**src/rtl/core_pkg.sv**
```systemverilog
// Shared definitions for the core pipeline control: FSM state encoding and
// EX operand forwarding select codes.
package core_pkg;

  localparam logic [1:0] ST_RUN   = 2'd0;
  localparam logic [1:0] ST_STALL = 2'd1;
  localparam logic [1:0] ST_FLUSH = 2'd2;

  localparam logic [1:0] FWD_RF  = 2'b00;
  localparam logic [1:0] FWD_MEM = 2'b10;
  localparam logic [1:0] FWD_WB  = 2'b01;

  localparam int REG_W = 5;

  typedef enum logic [1:0] {
    RUN   = ST_RUN,
    STALL = ST_STALL,
    FLUSH = ST_FLUSH
  } state_t;

endpackage

```
**src/rtl/fwd_unit.sv**
```systemverilog
// EX-stage operand forwarding select: EX/MEM result beats MEM/WB data, and
// x0 is never forwarded because it is hardwired to zero.
module fwd_unit
  import core_pkg::*;
(
  input  logic             exmem_reg_write,
  input  logic [REG_W-1:0] exmem_rd,
  input  logic             memwb_reg_write,
  input  logic [REG_W-1:0] memwb_rd,
  input  logic [REG_W-1:0] idex_rs1,
  input  logic [REG_W-1:0] idex_rs2,
  output logic [1:0]       fwd_a,
  output logic [1:0]       fwd_b
);

  function automatic logic [1:0] fwd_sel(
    input logic             mem_we,
    input logic [REG_W-1:0] mem_rd,
    input logic             wb_we,
    input logic [REG_W-1:0] wb_rd,
    input logic [REG_W-1:0] rs
  );
    if (mem_we && (mem_rd != '0) && (mem_rd == rs))
      return FWD_MEM;
    else if (wb_we && (wb_rd != '0) && (wb_rd == rs))
      return FWD_WB;
    else
      return FWD_RF;
  endfunction

  always_comb begin
    fwd_a = fwd_sel(exmem_reg_write, exmem_rd, memwb_reg_write, memwb_rd, idex_rs1);
    fwd_b = fwd_sel(exmem_reg_write, exmem_rd, memwb_reg_write, memwb_rd, idex_rs2);
  end

endmodule

```
**src/rtl/hazard_ctrl.sv**
```systemverilog
// Pipeline sequencing controller: load-use stalls, taken-branch flushes,
// forwarding selects and saturating debug event counters.
module hazard_ctrl
  import core_pkg::*;
#(
  parameter int STALL_CYCLES = 1,
  parameter int CNT_W        = 32
) (
  input  logic             clk,
  input  logic             reset,
  input  logic [REG_W-1:0] IFID_rs1,
  input  logic [REG_W-1:0] IFID_rs2,
  input  logic             IDEX_MemRead,
  input  logic [REG_W-1:0] IDEX_rd,
  input  logic [REG_W-1:0] IDEX_rs1,
  input  logic [REG_W-1:0] IDEX_rs2,
  input  logic             EXMEM_RegWrite,
  input  logic [REG_W-1:0] EXMEM_rd,
  input  logic             EXMEM_Branch,
  input  logic             EXMEM_Zero,
  input  logic             MEMWB_RegWrite,
  input  logic [REG_W-1:0] MEMWB_rd,
  output logic             PCWrite,
  output logic             IFID_Write,
  output logic             IDEX_Bubble,
  output logic             Flush,
  output logic [1:0]       ForwardA,
  output logic [1:0]       ForwardB,
  output logic [CNT_W-1:0] stall_count,
  output logic [CNT_W-1:0] flush_count
);

  // Bubbles still owed after the one issued in the detecting RUN cycle.
  localparam logic [2:0] STALL_LOAD = 3'(STALL_CYCLES - 1);

  state_t     state, state_next;
  logic [2:0] stall_cnt, stall_cnt_next;
  logic       taken, loaduse;
  logic       pc_write, ifid_write, bubble, flush, flush_evt;
  logic [1:0] fwd_a, fwd_b;

  function automatic logic [CNT_W-1:0] sat_inc(input logic [CNT_W-1:0] v);
    return (&v) ? v : v + {{(CNT_W-1){1'b0}}, 1'b1};
  endfunction

  assign taken   = EXMEM_Branch & EXMEM_Zero;
  assign loaduse = IDEX_MemRead && (IDEX_rd != '0) &&
                   ((IDEX_rd == IFID_rs1) || (IDEX_rd == IFID_rs2));

  fwd_unit u_fwd (
    .exmem_reg_write (EXMEM_RegWrite),
    .exmem_rd        (EXMEM_rd),
    .memwb_reg_write (MEMWB_RegWrite),
    .memwb_rd        (MEMWB_rd),
    .idex_rs1        (IDEX_rs1),
    .idex_rs2        (IDEX_rs2),
    .fwd_a           (fwd_a),
    .fwd_b           (fwd_b)
  );

  always_comb begin
    state_next     = state;
    stall_cnt_next = stall_cnt;
    pc_write       = 1'b1;
    ifid_write     = 1'b1;
    bubble         = 1'b0;
    flush          = 1'b0;
    flush_evt      = 1'b0;
    case (state)
      RUN: begin
        if (taken) begin
          flush      = 1'b1;
          flush_evt  = 1'b1;
          state_next = FLUSH;
        end else if (loaduse) begin
          pc_write       = 1'b0;
          ifid_write     = 1'b0;
          bubble         = 1'b1;
          stall_cnt_next = STALL_LOAD;
          if (STALL_LOAD != 3'd0) state_next = STALL;
        end
      end
      STALL: begin
        if (taken) begin
          flush      = 1'b1;
          flush_evt  = 1'b1;
          state_next = FLUSH;
        end else begin
          pc_write   = 1'b0;
          ifid_write = 1'b0;
          bubble     = 1'b1;
          // stall_cnt counts this bubble too, so the last one exits at 1.
          if (stall_cnt <= 3'd1) state_next = RUN;
          else stall_cnt_next = stall_cnt - 3'd1;
        end
      end
      FLUSH: begin
        flush      = 1'b1;
        state_next = RUN;
      end
      default: state_next = RUN;
    endcase
  end

  // Reset overrides the combinational controls so no bubble or flush leaks out.
  assign PCWrite     = reset | pc_write;
  assign IFID_Write  = reset | ifid_write;
  assign IDEX_Bubble = ~reset & bubble;
  assign Flush       = ~reset & flush;
  assign ForwardA    = reset ? FWD_RF : fwd_a;
  assign ForwardB    = reset ? FWD_RF : fwd_b;

  always_ff @(posedge clk or posedge reset) begin
    if (reset) begin
      state       <= RUN;
      stall_cnt   <= 3'd0;
      stall_count <= '0;
      flush_count <= '0;
    end else begin
      state     <= state_next;
      stall_cnt <= stall_cnt_next;
      if (bubble)    stall_count <= sat_inc(stall_count);
      if (flush_evt) flush_count <= sat_inc(flush_count);
    end
  end

endmodule

```
**config.mk**
```make
export PLATFORM = sky130hd
export DESIGN_NAME = hazard_ctrl
export DESIGN_NICKNAME = d
export VERILOG_FILES = /design/src/rtl/core_pkg.sv /design/src/rtl/fwd_unit.sv /design/src/rtl/hazard_ctrl.sv
export SDC_FILE = /design/constraint.sdc
export NUM_CORES = 1
export LEC_CHECK = 0
export ABC_AREA = 0
export ABC_CLOCK_PERIOD_IN_PS = 3400
export CAP_MARGIN = 20
export CELL_PAD_IN_SITES_DETAIL_PLACEMENT = 1
export CELL_PAD_IN_SITES_GLOBAL_PLACEMENT = 1
export CORE_MARGIN = 3
export CORE_UTILIZATION = 32
export DETAILED_ROUTE_END_ITERATION = 10
export GPL_ROUTABILITY_DRIVEN = 0
export PLACE_DENSITY = 0.81
export SLEW_MARGIN = 25
export SYNTH_ARGS = -nofsm -noshare
export SYNTH_HDL_FRONTEND = slang
export SYNTH_SLANG_ARGS = --single-unit
```
**constraint.sdc**
```tcl
create_clock -name clk -period 3.4 [get_ports clk]
set_input_delay 0.51 -clock clk [delete_from_list [all_inputs] [get_ports clk]]
set_output_delay 0.51 -clock clk [all_outputs]
set_load 0.01 [all_outputs]
```
After elaboration in Yosys (flattened, before gate mapping)
Index checks and enable logic that the tools add are counted.
- add/subtract/negate cells: 3
- order comparisons: 1
- eq/ne operators: 14
- muxes and demuxes: 25
- bitwise gates (word level): 7
- reductions and logical operators: 21
- operator list (kind ; count):
    32-bit by 1-bit adder with 32-bit output (second input constant) ; 2
    32-bit AND reduction ; 2
    5-bit == test ; 6
    5-bit nonzero test ; 3
    2-bit two-way mux ; 7
    3-bit two-way mux ; 4
    2-bit != test (second input constant) ; 5
    1-bit two-way mux ; 9
    1-bit logical AND ; 8
    1-bit case mux with 2 select lines ; 3
    3-bit case mux with 2 select lines ; 1
    2-bit AND reduction ; 3
    5-bit AND reduction ; 1
    2-bit case mux with 2 select lines ; 1
    1-bit AND ; 3
    3-bit by 1-bit less-or-equal comparator with 1-bit output (second input constant) ; 1
    3-bit != test (second input constant) ; 1
    1-bit inverter ; 3
    3-bit by 1-bit subtractor with 3-bit output (second input constant) ; 1
    2-bit by 1-bit == test with 1-bit output (second input constant) ; 1
    2-bit == test (second input constant) ; 1
    2-bit zero test ; 1
    2-bit nonzero test ; 1
    2-bit OR reduction ; 1
    other kinds (2) ; 2
- register bits after elaboration: 69
- input bits: 42
- output and inout bits: 72
- logic and storage cells: 75

Logic depth before layout (Yosys ltp)
- depth after elaboration: 7
- depth in mapped cells: 8
- gate-level depth less buffers: 7

Modules after synthesis
Synthesis repeated with hierarchy kept, for this count alone.
- cells, all modules: 340
- area total of the unflattened synthesis: 3455.8 um2
- modules (own cells, without submodules) (module ; times used ; cells each ; area an instance (um2) ; seq. area each (um2)):
    hazard_ctrl ; 1 ; 306 ; 3198.1 ; 1626.6
    fwd_unit ; 1 ; 34 ; 257.7 ; 0.0

Worst setup path before layout
Ideal clock, no wire load.
- path kind: input to output
- from: input reset
- to: output ForwardA[0]
- arrival time: 3.023 ns
- required time: 2.890 ns
- setup slack: -0.133 ns
- stages on the path: 4
- path buffers: 0
- cell sequence: inv_1 o211ai_1 or4_1 nor4_1
- cells in the longest elaborated chain, start to end: 1
- RTL lines (element ; RTL line ; text):
    from (decl) ; hazard_ctrl.sv:10 ; input logic reset,
    2-bit two-way mux ; hazard_ctrl.sv:110 ; assign ForwardA = reset ? FWD_RF : fwd_a;
    to (decl) ; hazard_ctrl.sv:27 ; output logic [1:0] ForwardA,
Every way passes these cells.

Worst setup path in the final report
- from: input EXMEM_rd[1]
- to: output ForwardA[0]
- cells in the longest elaborated chain, start to end: 5
- elaborated cells between the ends (all ways): 6
- those cells by class: 1 x eq/ne; 2 x mux; 3 x reduce/logical
- RTL lines (element ; RTL line ; text):
    from (decl) ; hazard_ctrl.sv:18 ; input logic [REG_W-1:0] EXMEM_rd,
    5-bit nonzero test ; fwd_unit.sv:23 ; if (mem_we && (mem_rd != '0) && (mem_rd == rs))
    1-bit logical AND ; fwd_unit.sv:23 ;
    1-bit logical AND * ; fwd_unit.sv:23 ;
    2-bit two-way mux * ; fwd_unit.sv:23 ;
    2-bit two-way mux * ; hazard_ctrl.sv:110 ;
Mark *: on every way between the ends. The rest lies on a longest branch, timed or not.

==> summary.txt <==
status: completed
DR WL/cell: 16.3 um
met3 wire len: 607 um
vias in the first global route: 3344
initial DRC count: 82
synthesized area: 3670 sq um
max layer used: met4
H-tree depth: 3
Psw: 0.567 mW
diode count: 0
DRT Pass-1 Iters: 4
post-DP HPWL: 7940 um
DRT Wirelength: 10100 um
Routed Antenna Nets: 0
max cap viols: 0
cells after synthesis: 351
Max Clk Rate: 0.296 GHz
r2r endpoint: stall_count[1]
Pint: 1.53 mW
syn nets: 395
reg2reg start: stall_count[0]
Die ar.: 12800 sq um
crit path from: EXMEM_rd[1]
Final setup violation count: 0
Port-buffer cells: 113
clk_lat worst skew: 0.32 ns
DR vias/cell: 5.04
FF-to-FF path depth: 7
initial antenna violation count: 0
Clock Path Buffers: 2
Tightest Hold Check Type: reg -> reg
Layout Nets: 519
average size of a mapped cell: 10.5 sq um
met2 routed WL: 5000 um
Post-Route M1 WL: 4310 um
Clock Root Buffer: clkbuf_16
worst hold slack: 0.491 ns
Logic pwr share: 0.164
Startpoint Class: input pin
worst path required time: 2.89 ns
worst vdd ir: 0.233 mV
Setup CP Type: in -> out
FF+latch area: 1630 sq um
Max-slew headroom: 0.432
clock share of power: 0.413
die height: 113 um
Largest stage delay, worst path: 0.61 ns
setup TNS: 0 ns
# DRC: 0
CTS sink count: 65
WP buf/inv: 2
initial core utilization: 0.333
Clock transition at path regs: 0.06 ns
Hold Vio Cnt, Final: 0
vias: 3122
CP Capture Type: output port
core area: 11000 sq um
leakage power: 2.18 nW
first-pass GRT wire length: 16600 um
Synth Register Bits: 65
commonest non-fill, non-tap cell in the layout: clkdlybuf4s50_1
largest net degree at the start of global routing: 66
critical path endpoint: ForwardA[0]
hold buffers post-CTS: 0
residual overflow from global routing: 0
Slew Limit Fails: 0
Final Cycle Share: 0.994
Pwr Density: 398 nW/um^2
crit-path cells: clkdlybuf4s50_1 -> or4_1 -> o21ai_2 -> nor3_1 -> nor4_1 -> clkdlybuf4s50_1
Worst-Margin Slew: 0.852 ns
area of the multi-input gates: 1980 sq um
cell mode on critical path: clkdlybuf4s50_1
CTS tree: yes
Sw Share: 0.270
r2r setup slk: 1.22 ns
fraction of layout cells with a size suffix above 1: 0.102
Top delay family on crit path: buffers and inverters
crit path time final: 3.38 ns
Worst EP arrival: 2.87 ns
CP max FO: 4
Crit-path slowest cell: clkdlybuf4s50_1
synth unique cells: 48
fill cell count: 1259
Die Wd: 113 um
Clock Skews: 0.0106 ns
Yosys warning total: 0
Seq/Total Area, Yosys: 0.443
Final Util: 0.478
Area Growth Syn to Fin: 43.7%
Critical Path Stages: 6
sequential power share: 0.424
Ports: 114
All-Layer GR Usage: 0.159
CTS buffer count: 9
commonest cells after routing, fill and taps aside: 113 x clkdlybuf4s50_1, 65 x dfrtp_1, 46 x xnor2_1
FP Rows: 38
[power by group through the flow]
stage	logic [mW]	registers, mW	clock network [mW]
final	0.344	0.889	0.866
after detailed placement	0.347	0.903	0
after global routing	0.379	0.899	0.925
after CTS	0.349	0.890	0.891
after floorplan	0.131	0.906	0
after global placement	0.338	0.896	0
[registers in the layout, summed over array words and instances, names as in the netlist]
register     flops
flush_count     32
stall_count     32
state            1
[through the flow]
stage          total power [mW]  setup slack (ns)  cells  instance area (sq um)
2_1_floorplan              1.04             0.593    351                   3670
3_3_place_gp               1.23             0.151    604                   4990
3_5_place_dp               1.25            0.0672    604                   4990
4_1_cts                    2.13            0.0556    620                   5270
5_1_grt                    2.20            -0.110    620                   5270
6_report                   2.10            0.0211    620                   5270
[synthesized netlist by cell type (all sizes together)]
| cell | n | share of area |
|---|---|---|
| nor3b | 2 | 0.0072 |
| or4 | 5 | 0.010 |
| inv | 7 | 0.0072 |
| nand3 | 28 | 0.041 |
| nor3 | 18 | 0.034 |
| nand2 | 34 | 0.035 |
| buf | 5 | 0.0092 |
| xor2 | 41 | 0.098 |
| a21oi | 2 | 0.0027 |
| nor4 | 13 | 0.044 |
| nor4b | 2 | 0.0065 |
| and2 | 4 | 0.0075 |
| ha | 2 | 0.0068 |
| o21ai | 2 | 0.0027 |
| nand4b | 2 | 0.0048 |
| nand4 | 23 | 0.051 |
| and3 | 10 | 0.017 |
| dfrtp | 65 | 0.44 |
| o21a | 1 | 0.0020 |
| mux2i | 1 | 0.0027 |
| and4 | 1 | 0.0024 |
| o211ai | 2 | 0.0055 |
| nor2b | 1 | 0.0017 |
| or2 | 2 | 0.0034 |
| o31ai | 1 | 0.0020 |
| or3 | 1 | 0.0017 |
| xnor2 | 46 | 0.11 |
| mux2 | 2 | 0.0072 |
| a31oi | 3 | 0.0051 |
| clkbuf | 1 | 0.0010 |
| a22oi | 1 | 0.0020 |
| nor2 | 22 | 0.023 |
| and4bb | 1 | 0.0034 |
[layer usage]
layer | GRT usage | vias to the layer above
met3 | 0.0406 | 13
met5 | 0 | -
met4 | 0.0481 | 0
met2 | 0.269 | 91
li1 | - | 1486
met1 | 0.201 | 1532
[logic make-up after synthesis]
group | Yosys count | synth area share
AOI/OAI and AO/OA | 12 | 0.0222
and+or+nand+nor | 169 | 0.293
adders and majority gates | 2 | 0.00682
DFF | 65 | 0.443
xor gates and xnor gates | 87 | 0.208
muxes | 3 | 0.00989
buffers and inverters | 13 | 0.0174
[how the worst min path moves through the flow]
stage / depth (start not counted) / startpoint / to
2_1_floorplan: 1 / state[1] / state[1]
3_3_place_gp: 1 / state[1] / state[1]
3_5_place_dp: 1 / state[1] / state[1]
4_1_cts: 1 / state[1] / state[1]
5_1_grt: 1 / flush_count[31] / flush_count[31]
6_report: 1 / state[1] / state[1]
[what timing repair did]
item,CTS,global route
resized for setup,0,1
endpoints found under the setup margin,0,2
setup buffers,0,0
[final cells by class]
cell class / count / share of cell area
clock inverters: 5 / 0.00759
clock buffers: 11 / 0.0460
multi-input cells: 273 / 0.376
well taps: 140 / 0.0332
inverters: 7 / 0.00570
repair buffers: 119 / 0.223
flip-flops and latches: 65 / 0.308
No activity file was read; power rests on OpenSTA's default activity.
